==> src/rtl/debounce_pkg.sv <==
// Shared helpers for the button debouncer: counter sizing used by every channel.
package debounce_pkg;

  // Bits needed to hold 0..n inclusive; never narrower than one bit.
  function automatic int cnt_width(input int n);
    return (n < 1) ? 1 : $clog2(n + 1);
  endfunction

endpackage

==> src/rtl/debounce_channel.sv <==
// One debounced input: synchroniser, tick-paced stability filter, edge pulses and optional auto-repeat.
module debounce_channel
  import debounce_pkg::*;
#(
  parameter int SYNC_STAGES   = 2,
  parameter int STABLE_TICKS  = 16,
  parameter int REPEAT_DELAY  = 0,
  parameter int REPEAT_PERIOD = 4
) (
  input  logic clk,
  input  logic rst,
  input  logic tick,
  input  logic button,
  output logic level,
  output logic pressed,
  output logic released,
  output logic repeat_hit
);

  localparam int CW = cnt_width(STABLE_TICKS);

  if (SYNC_STAGES < 2)   begin : g_bad_sync   $error("SYNC_STAGES must be >= 2");   end
  if (STABLE_TICKS < 1)  begin : g_bad_stable $error("STABLE_TICKS must be >= 1");  end
  if (REPEAT_DELAY > 0 && REPEAT_PERIOD < 1) begin : g_bad_period
    $error("REPEAT_PERIOD must be >= 1 when auto-repeat is enabled");
  end

  logic [SYNC_STAGES-1:0] sync_q;
  logic [CW-1:0]          cnt;
  logic                   s;
  logic                   flip;

  assign s    = sync_q[SYNC_STAGES-1];
  assign flip = tick && (s != level) && (cnt == CW'(STABLE_TICKS - 1));

  always_ff @(posedge clk) begin
    if (rst) begin
      sync_q   <= '0;
      cnt      <= '0;
      level    <= 1'b0;
      pressed  <= 1'b0;
      released <= 1'b0;
    end else begin
      sync_q   <= {sync_q[SYNC_STAGES-2:0], button};
      pressed  <= flip && s;
      released <= flip && !s;
      // Any agreeing tick restarts the stability window, which is what rejects bounce.
      if (tick) begin
        if (s == level) begin
          cnt <= '0;
        end else if (flip) begin
          level <= s;
          cnt   <= '0;
        end else begin
          cnt <= cnt + 1'b1;
        end
      end
    end
  end

  if (REPEAT_DELAY > 0) begin : g_rep
    localparam int RMAX = (REPEAT_DELAY > REPEAT_PERIOD) ? REPEAT_DELAY : REPEAT_PERIOD;
    localparam int RW   = cnt_width(RMAX);

    logic [RW-1:0] rcnt;
    logic [RW-1:0] rnext;
    logic          rphase;
    logic          rhit;

    // rphase=0 waits out the initial delay, rphase=1 paces the periodic repeats.
    assign rnext = rcnt + 1'b1;
    assign rhit  = tick && level && !flip &&
                   (rphase ? (rnext == RW'(REPEAT_PERIOD)) : (rnext == RW'(REPEAT_DELAY)));

    always_ff @(posedge clk) begin
      if (rst) begin
        rcnt       <= '0;
        rphase     <= 1'b0;
        repeat_hit <= 1'b0;
      end else begin
        repeat_hit <= rhit;
        if (!level || flip) begin
          rcnt   <= '0;
          rphase <= 1'b0;
        end else if (rhit) begin
          rcnt   <= '0;
          rphase <= 1'b1;
        end else if (tick) begin
          rcnt <= rnext;
        end
      end
    end
  end else begin : g_norep
    assign repeat_hit = 1'b0;
  end

endmodule

==> src/rtl/multi_button_debouncer.sv <==
// Multi-channel debouncer: CHANNELS independent debounce_channel instances sharing clk, rst and tick.
module multi_button_debouncer
  import debounce_pkg::*;
#(
  parameter int CHANNELS      = 5,
  parameter int SYNC_STAGES   = 2,
  parameter int STABLE_TICKS  = 16,
  parameter int REPEAT_DELAY  = 0,
  parameter int REPEAT_PERIOD = 4
) (
  input  logic                clk,
  input  logic                rst,
  input  logic                tick,
  input  logic [CHANNELS-1:0] buttons,
  output logic [CHANNELS-1:0] level,
  output logic [CHANNELS-1:0] pressed,
  output logic [CHANNELS-1:0] released,
  output logic [CHANNELS-1:0] repeat_hit
);

  for (genvar i = 0; i < CHANNELS; i++) begin : g_ch
    debounce_channel #(
      .SYNC_STAGES  (SYNC_STAGES),
      .STABLE_TICKS (STABLE_TICKS),
      .REPEAT_DELAY (REPEAT_DELAY),
      .REPEAT_PERIOD(REPEAT_PERIOD)
    ) u_ch (
      .clk       (clk),
      .rst       (rst),
      .tick      (tick),
      .button    (buttons[i]),
      .level     (level[i]),
      .pressed   (pressed[i]),
      .released  (released[i]),
      .repeat_hit(repeat_hit[i])
    );
  end

endmodule

==> config.mk <==
export PLATFORM = sky130hd
export DESIGN_NAME = multi_button_debouncer
export DESIGN_NICKNAME = d
export VERILOG_FILES = /design/src/rtl/debounce_pkg.sv /design/src/rtl/debounce_channel.sv /design/src/rtl/multi_button_debouncer.sv
export SDC_FILE = /design/constraint.sdc
export NUM_CORES = 1
export LEC_CHECK = 0
export CORE_ASPECT_RATIO = 1.25
export CORE_UTILIZATION = 35
export CTS_CLUSTER_DIAMETER = 60
export CTS_CLUSTER_SIZE = 14
export DETAILED_ROUTE_END_ITERATION = 12
export PLACE_DENSITY = 0.61
export SLEW_MARGIN = 20
export SYNTH_ARGS = -nofsm -noshare
export SYNTH_HDL_FRONTEND = slang
export SYNTH_HIERARCHICAL = 1
export SYNTH_SLANG_ARGS = --single-unit
==> constraint.sdc <==
create_clock -name clk -period 2.3 [get_ports clk]
set_input_delay 0.345 -clock clk [delete_from_list [all_inputs] [get_ports clk]]
set_output_delay 0.345 -clock clk [all_outputs]
set_load 0.01 [all_outputs]
==> results.sh, run 1 <==
export IMPL_status="complete, no violations"
export IMPL_fin_ws_ns=0.615
export IMPL_die_h_um=89.3
export IMPL_fillers=568
export IMPL_hold_slack_ns=0.441
export IMPL_diodes=0
export IMPL_pin_count=28
export IMPL_path_max_fanout=8
export IMPL_drive_gt1_share_pct=6.72
export IMPL_cts_buffer_depth=2
export IMPL_first_global_vias=1510
export IMPL_power_total_w=0.00146
export IMPL_die_x_um=71.8
export IMPL_fin_skew_ns=0.00447
export IMPL_worstSetupPathType="in2reg"
export IMPL_nNetsFinal=267
export IMPL_synth_area_per_cell_um2=9.28
export IMPL_fp_coreArea_um2=5820
export IMPL_slew_viol_final=0
export IMPL_rsz0062_at_grt="false"
export IMPL_cts_buffers=5
export IMPL_wl_per_cell_um=11.9
export IMPL_slowest_stage="clkdlybuf4s50_1"
export IMPL_num_vias=1688
export IMPL_clk_latency_ns=0.29
export IMPL_start_util_pct=36.7
export IMPL_htreeDepth=2
export IMPL_worst_endpoint_arrival_ns=1.91
export IMPL_ctsHoldBuffers=0
export IMPL_synth_cell_types=21
export IMPL_mostFrequentLayoutCells="dfxtp_1, a21oi_1, clkdlybuf4s50_1, nand2_1"
export IMPL_ys_warn_count=6
export IMPL_antenna_left=0
export IMPL_place_ws_ns=0.290
export IMPL_cts_tree="built"
export IMPL_io_buffers=22
export IMPL_power_density_nw_per_um2=581
export IMPL_cts_sinks=50
export IMPL_grt_usage_pct=12.9
export IMPL_cp_slowest_stage_delay_ns=0.58
export IMPL_ir_drop_mv=0.203
export IMPL_place_hpwl_mm=2.59
export IMPL_remaining_drc_errors=0
export IMPL_final_common_cell="dfxtp_1"
export IMPL_areaGrowthSynthToFinish_pct=17.5
export IMPL_cts_setup_buffers=0
export IMPL_overflow=0
export IMPL_clk_pin_slew_worst_paths_ns=0.08
export IMPL_ys_seq_area_share_pct=46.9
export IMPL_min_path_type="reg2reg"
export IMPL_cts_resized=0
export IMPL_place_congestion=0.818
export IMPL_fin_area_um2=2510
export IMPL_tns_ns=0
export IMPL_place_area_um2=2420
export IMPL_grt_first_pass_wirelength_mm=6.53
export IMPL_num_rows=31
export IMPL_vias_per_cell=5.29
export IMPL_fin_crit_sh_pct=73.2
export IMPL_cp_cell_sequence="clkdlybuf4s50_1 -> buf_4 -> inv_1 -> or4b_1 -> a31oi_1"
export IMPL_period_needed_ns=1.68
export IMPL_start_kind="primary input"
export IMPL_cts_root_buf="clkbuf_8"
export IMPL_synth_fp_nets=243
export IMPL_p_leak_nw=0.851
export IMPL_finalHoldViolCount=0
export IMPL_wirelength_mm=3.79
export IMPL_syn_inst=230
export IMPL_setup_viol=0
export IMPL_crit_required_ns=2.52
export IMPL_grt_max_degree=36
export IMPL_synth_seq_cells=50
export IMPL_synth_area_um2=2130
export IMPL_grt_antenna_before_repair=0
export IMPL_crit_path_end_kind="flip-flop"
export IMPL_max_freq_mhz=594
export IMPL_drtIter0Drc=70
export IMPL_die_area_um2=6410
export IMPL_first_pass_iters=4
export IMPL_maxCapViolCount=0
[logic make-up (layout without fill, tap and decap cells)]
family / after synthesis / after routing / synth area share, %
compound gates: 40 / 40 / 9.68
xor+xnor: 5 / 5 / 3.81
fa+ha+maj: 5 / 5 / 2.93
buf+inv: 20 / 43 / 4.40
flops: 50 / 50 / 46.9
other cells: 5 / 5 / 0.880
simple gates: 105 / 105 / 31.4
[routing by layer]
metal,wire [um],up-vias,GRT usage [%]
met5,0,-,0
met2,1860,21,22.8
met3,111,4,3.49
li1,-,863,-
met1,1780,800,14.3
met4,42,0,6.60
[state kept, by name (all words and copies together), names as in the netlist]
| register | count |
|---|---|
| g_ch.u_ch/cnt | 25 |
| g_ch.u_ch/level | 5 |
| g_ch.u_ch/pressed | 5 |
| g_ch.u_ch/released | 5 |
| g_ch.u_ch/sync_q | 10 |
[metrics by stage]
step                      std cells  util [%]
final                           319      43.1
after global routing            319      43.1
after CTS                       319      43.1
after detailed placement        313      41.7
after global placement          313      41.7
after floorplan                 230         -
[synth_stat cells]
cell type  instances  share of area, %
a21oi_1           25               5.9
a31oi_1            5               1.5
and4b_1            5               2.3
buf_4              5               1.8
clkbuf_1           5              0.88
conb_1             5              0.88
dfxtp_1           50                47
ha_1               5               2.9
inv_1             10               1.8
nand2_1           20               3.5
nand2b_1           5               1.5
nand3_1           15               3.5
nand4_1           15               4.4
nand4b_1          10               4.1
nor2_1             5              0.88
nor2b_1           10               2.9
nor3b_1            5               1.8
nor4b_1           10               4.1
o21ai_0           10               2.3
or4b_1             5               2.3
xor2_2             5               3.8
[worst paths after layout]
kind	endpoint	cells past startpoint	start	slack, ns
worst min register to register	g_ch[2].u_ch/sync_q[1]$_SDFF_PP0_	1	g_ch[2].u_ch/sync_q[0]$_SDFF_PP0_	0.44
worst min-delay path	g_ch[2].u_ch/sync_q[1]$_SDFF_PP0_	1	g_ch[2].u_ch/sync_q[0]$_SDFF_PP0_	0.44
worst max register to register	g_ch[3].u_ch/cnt[3]$_SDFFE_PP0P_	3	g_ch[3].u_ch/level$_SDFFE_PP0P_	0.83
worst max-delay path	g_ch[2].u_ch/cnt[3]$_SDFFE_PP0P_	5	tick	0.62
[power by group]
| group | internal (W) | switching (W) |
|---|---|---|
| logic | 0.0000344 | 0.0000492 |
| registers | 0.000875 | 0.00000757 |
| clock network | 0.000232 | 0.000259 |
[layout make-up]
cell class	instances	area (um^2)	area share, %
multi-input cells	160	1040	41.4
flip-flops and latches	50	1000	39.9
repair buffers	27	265	10.6
clock buffers	6	82.6	3.29
well taps	66	82.6	3.29
inverters	10	37.5	1.50
[critical path: cells and delay by family]
kind / cells / cell delay, ns
compound gates: 1 / 0.16
buf+inv: 3 / 0.89
simple gates: 1 / 0.52
Note: power is estimated with default switching activity, not from simulation.
==> run 2, diff against run 1 <==
==> constraint.sdc (replaced) <==
create_clock -name clk -period 1.55 [get_ports clk]
set_input_delay 0.2325 -clock clk [delete_from_list [all_inputs] [get_ports clk]]
set_output_delay 0.2325 -clock clk [all_outputs]
set_load 0.01 [all_outputs]
==> results.sh, run 2 (synthesis results as in run 1) <==
export IMPL_first_global_vias=1589
export IMPL_cp_slowest_stage_delay_ns=0.55
export IMPL_grt_antenna_before_repair=0
export IMPL_place_congestion=0.772
export IMPL_cts_sinks=50
export IMPL_cts_buffer_depth=2
export IMPL_cp_top_family="buffers and inverters"
export IMPL_fin_area_um2=2620
export IMPL_crit_path_end_kind="primary output"
export IMPL_setup_viol=0
export IMPL_diodes=0
export IMPL_clk_latency_ns=0.30
export IMPL_period_needed_ns=1.47
export IMPL_tightest_slew_ns=0.566
export IMPL_num_vias=1757
export IMPL_grt_max_degree=34
export IMPL_finalHoldViolCount=0
export IMPL_fin_skew_ns=0.00415
export IMPL_fillers=575
export IMPL_p_sw_share_pct=22.4
export IMPL_p_int_w=0.00173
export IMPL_areaGrowthSynthToFinish_pct=22.9
export IMPL_wl_per_cell_um=11.8
export IMPL_multi_input_area_um2=1040
export IMPL_cts_tree="built"
export IMPL_min_path_type="in2reg"
export IMPL_largest_register_ffs=25
export IMPL_cp_num_buf_inv=1
export IMPL_drive_gt1_share_pct=14.1
export IMPL_relSlewSlack_pct=62.2
export IMPL_io_buffers=22
export IMPL_final_core_util_pct=45.1
export IMPL_antenna_left=0
export IMPL_start_kind="flip-flop"
export IMPL_power_frac_seq_pct=58.9
export IMPL_die_h_um=89.3
export IMPL_worst_endpoint_arrival_ns=1.24
export IMPL_fin_crit_sh_pct=94.8
export IMPL_rsz0062_at_grt="false"
export IMPL_nNetsFinal=282
export IMPL_drtIter0Drc=95
export IMPL_p_comb_share_pct=6.6
export IMPL_switching_power_w=0.000498
export IMPL_cp_cell_sequence="clkdlybuf4s50_1"
export IMPL_grt_usage_pct=13.3
export IMPL_num_rows=31
export IMPL_cts_setup_buffers=0
export IMPL_final_common_cell="dfxtp_1"
export IMPL_overflow=0
export IMPL_die_x_um=71.8
export IMPL_reg_largest_list="g_ch.u_ch/cnt x25, g_ch.u_ch/sync_q x10"
export IMPL_path_max_fanout=5
export IMPL_slew_viol_final=0
export IMPL_clkPwrFrac_pct=34.6
export IMPL_crit_required_ns=1.32
export IMPL_slowest_stage="clkdlybuf4s50_1"
export IMPL_status="complete, no violations"
export IMPL_power_density_nw_per_um2=849
export IMPL_top_register="g_ch.u_ch/cnt"
export IMPL_htreeDepth=2
export IMPL_clk_pin_slew_worst_paths_ns=0.09
export IMPL_start_util_pct=36.7
export IMPL_cts_root_buf="clkbuf_8"
export IMPL_vias_per_cell=5.23
export IMPL_wirelength_mm=3.97
export IMPL_mostFrequentLayoutCells="dfxtp_1, a21oi_1, clkdlybuf4s50_1, nand2_1, buf_4"
export IMPL_die_area_um2=6410
export IMPL_layout_area_seq_um2=1010
export IMPL_ir_drop_mv=0.347
export IMPL_remaining_drc_errors=0
export IMPL_cts_buffers=5
export IMPL_p_leak_nw=0.929
export IMPL_worstSetupPathType="reg2out"
export IMPL_place_area_um2=2520
export IMPL_max_freq_mhz=681
export IMPL_grt_first_pass_wirelength_mm=6.76
export IMPL_maxCapViolCount=0
export IMPL_first_pass_iters=4
export IMPL_fp_coreArea_um2=5820
export IMPL_place_hpwl_mm=2.79
export IMPL_pin_count=28
==> run 2: cell count changes in the layout (fill, tap and decap cells not counted) <==
cell      before  now
clkinv_2       0    1
clkbuf_1       0    1
dfxtp_1       50   45
buf_12         1    0
buf_4          4   20
dfxtp_2        0    5
==> run 2: worst paths after layout <==
| path | from | cells after the start | endpoint | slack (ns) |
|---|---|---|---|---|
| max | g_ch[4].u_ch/level$_SDFFE_PP0P_ | 1 | level[4] | 0.08 |
| min | rst | 2 | g_ch[3].u_ch/sync_q[1]$_SDFF_PP0_ | 0.42 |
| max reg2reg | g_ch[1].u_ch/sync_q[1]$_SDFF_PP0_ | 3 | g_ch[1].u_ch/cnt[3]$_SDFFE_PP0P_ | 0.25 |
| min reg2reg | g_ch[1].u_ch/sync_q[0]$_SDFF_PP0_ | 1 | g_ch[1].u_ch/sync_q[1]$_SDFF_PP0_ | 0.44 |
==> run 2: repair_timing <==
action,in CTS,in global routing
gates resized for setup,4,1
hold buffers,0,0
endpoints found under the setup margin,4,1
cloned,0,0
==> run 2: power by group through the flow <==
stage,combinational [W],sequential [W],clock (W)
2_1_floorplan,0.0000783,0.00134,0
3_3_place_gp,0.000146,0.00134,0
3_5_place_dp,0.000147,0.00134,0
4_1_cts,0.000148,0.00131,0.000807
5_1_grt,0.000162,0.00131,0.000870
6_report,0.000146,0.00131,0.000769
==> run 2: layout make-up <==
type                            instances  share of cell area [%]
Multi-Input combinational cell        160                    39.6
Sequential cell                        50                    38.4
Timing Repair Buffer                   42                    13.9
Clock buffer                            7                    3.29
Tap cell                               66                    3.15
Inverter                               10                    1.43
Clock inverter                          1                   0.191
==> run 2: stage by stage <==
| stage | total power, W | worst slack [ns] | instances | setup TNS [ns] | hold WS [ns] |
|---|---|---|---|---|---|
| 4_1_cts | 0.00227 | 0.00452 | 336 | 0 | 0.430 |
| 3_5_place_dp | 0.00149 | -0.151 | 328 | -0.671 | 0.425 |
| 5_1_grt | 0.00235 | 0.0149 | 336 | 0 | 0.458 |
| 3_3_place_gp | 0.00149 | -0.113 | 328 | -0.541 | 0.417 |
| 6_report | 0.00223 | 0.0806 | 336 | 0 | 0.420 |
| 2_1_floorplan | 0.00142 | 0.197 | 230 | 0 | 0.361 |
==> run 2: per-layer routing <==
layer  part of all wire, %  global-route usage [%]  vias to the layer above  wire length [um]
li1                      -                       -                      899                 -
met1                    46                    15.1                      836              1820
met2                    50                    23.5                       16              2000
met3                   2.1                    3.04                        6                85
met4                   1.7                    6.24                        0                67
met5                     0                       0                        -                 0
==> run 3, diff against run 2 <==
--- a/config.mk
+++ b/config.mk
@@ -10,7 +10,7 @@
 export CTS_CLUSTER_DIAMETER = 60
 export CTS_CLUSTER_SIZE = 14
 export DETAILED_ROUTE_END_ITERATION = 12
-export PLACE_DENSITY = 0.61
+export PLACE_DENSITY = 0.63
 export SLEW_MARGIN = 20
 export SYNTH_ARGS = -nofsm -noshare
 export SYNTH_HDL_FRONTEND = slang
==> results.sh, run 3 (synthesis results as in run 1) <==
export IMPL_overflow=0
export IMPL_die_area_um2=6410
export IMPL_clk_pin_slew_worst_paths_ns=0.09
export IMPL_place_ws_ns=-0.144
export IMPL_fin_ws_ns=0.0740
export IMPL_cts_tree="built"
export IMPL_nNetsFinal=278
export IMPL_place_congestion=0.767
export IMPL_top_register="g_ch.u_ch/cnt"
export IMPL_htreeDepth=2
export IMPL_cp_num_buf_inv=1
export IMPL_fin_skew_ns=0.00356
export IMPL_slew_viol_final=0
export IMPL_crit_path_end_kind="primary output"
export IMPL_grt_max_degree=56
export IMPL_worstSetupPathType="reg2out"
export IMPL_diodes=0
export IMPL_remaining_drc_errors=0
export IMPL_drtIter0Drc=100
export IMPL_clk_latency_ns=0.30
export IMPL_drive_gt1_share_pct=13.2
export IMPL_start_util_pct=36.7
export IMPL_fin_crit_sh_pct=95.2
export IMPL_rrSetupSlack_ns=0.23
export IMPL_worst_endpoint_arrival_ns=1.24
export IMPL_maxCapViolCount=0
export IMPL_first_pass_iters=4
export IMPL_cp_cell_sequence="clkdlybuf4s50_1"
export IMPL_min_path_type="in2reg"
export IMPL_mostFrequentLayoutCells="dfxtp_1, a21oi_1, clkdlybuf4s50_1, nand2_1"
export IMPL_crit_required_ns=1.32
export IMPL_largest_register_ffs=25
export IMPL_grt_first_pass_wirelength_mm=6.62
export IMPL_cts_setup_buffers=0
export IMPL_grt_antenna_before_repair=0
export IMPL_cp_top_family="buffers and inverters"
export IMPL_power_density_nw_per_um2=887
export IMPL_p_leak_nw=0.923
export IMPL_areaGrowthSynthToFinish_pct=23.0
export IMPL_path_max_fanout=5
export IMPL_num_vias=1751
export IMPL_setup_viol=0
export IMPL_vias_per_cell=5.27
export IMPL_hold_slack_ns=0.371
export IMPL_start_kind="flip-flop"
export IMPL_rsz0062_at_grt="false"
export IMPL_status="complete, no violations"
export IMPL_cts_buffer_depth=2
export IMPL_period_needed_ns=1.48
export IMPL_final_common_cell="dfxtp_1"
export IMPL_cts_buffers=5
export IMPL_place_hpwl_mm=2.56
export IMPL_antenna_left=0
export IMPL_grt_usage_pct=12.9
export IMPL_grt_use_met3_pct=2.82
export IMPL_pin_count=28
export IMPL_reg_largest_list="g_ch.u_ch/cnt x25, g_ch.u_ch/sync_q x10"
export IMPL_globalRouteMet1Util_pct=16.5
export IMPL_io_buffers=22
export IMPL_first_global_vias=1502
export IMPL_grtUsageMet2_pct=21.4
export IMPL_cts_root_buf="clkbuf_8"
export IMPL_wirelength_mm=3.87
export IMPL_die_x_um=71.8
export IMPL_ir_drop_mv=0.460
export IMPL_max_freq_mhz=678
export IMPL_finalHoldViolCount=0
export IMPL_grt_busiest_layer="met2"
export IMPL_fp_coreArea_um2=5820
export IMPL_wl_per_cell_um=11.7
export IMPL_slowest_stage="clkdlybuf4s50_1"
export IMPL_cp_slowest_stage_delay_ns=0.55
export IMPL_cts_sinks=50
export IMPL_die_h_um=89.3
export IMPL_num_rows=31
## run 3: changes by cell type in the layout (fill, tap and decap cells not counted), sizes merged
cell / previous run / this run
buf: 21 / 17
clkbuf: 7 / 8
clkinv: 1 / 0
## run 3: repair_timing
action | 4_1_cts | 5_1_grt
resized for setup | 4 | 1
setup endpoints to repair | 4 | 1
hold buffers | 0 | 0
pin swaps | 0 | 0
cloned | 0 | 0
## run 3: power breakdown
part | total [W] | internal [W] | leakage, nW | switching (W)
Sequential | 0.00131 | 0.00130 | 0.408 | 0.0000111
Combinational | 0.000143 | 0.0000673 | 0.458 | 0.0000762
Clock | 0.000873 | 0.000451 | 0.0575 | 0.000422
Total | 0.00233 | 0.00182 | 0.923 | 0.000509
## run 3: area by class of cell
type,instances,area [um^2]
Multi-Input combinational cell,160,1040
Timing Repair Buffer,38,348
Sequential cell,50,1010
Fill cell,566,3190
Clock buffer,8,110
Tap cell,66,82.6
Inverter,10,37.5
## run 3: per-layer routing
metal / routed length, um / vias to the layer above
met2: 1830 / 25
met5: 0 / -
met4: 29 / 0
li1: - / 891
met1: 1890 / 831
met3: 123 / 4
## run 3: per-stage QoR
step,power [W],cell area [um^2],TNS (ns),utilization [%],std cells
finish,0.00233,2620,0,45.1,332
global route,0.00243,2620,0,45.1,332
CTS,0.00236,2620,0,45.1,332
detailed placement,0.00148,2510,-0.665,43.1,324
global placement,0.00148,2510,-0.532,43.1,324
floorplan,0.00142,2130,0,-,230
## run 3: path summary, 6_finish.rpt
path	start	cells after the start	end
setup / recovery	g_ch[3].u_ch/level$_SDFFE_PP0P_	1	level[3]
setup reg to reg	g_ch[1].u_ch/cnt[0]$_SDFFE_PP0P_	4	g_ch[1].u_ch/pressed$_SDFF_PP0_
hold / removal	rst	3	g_ch[4].u_ch/level$_SDFFE_PP0P_
hold reg to reg	g_ch[3].u_ch/sync_q[0]$_SDFF_PP0_	1	g_ch[3].u_ch/sync_q[1]$_SDFF_PP0_
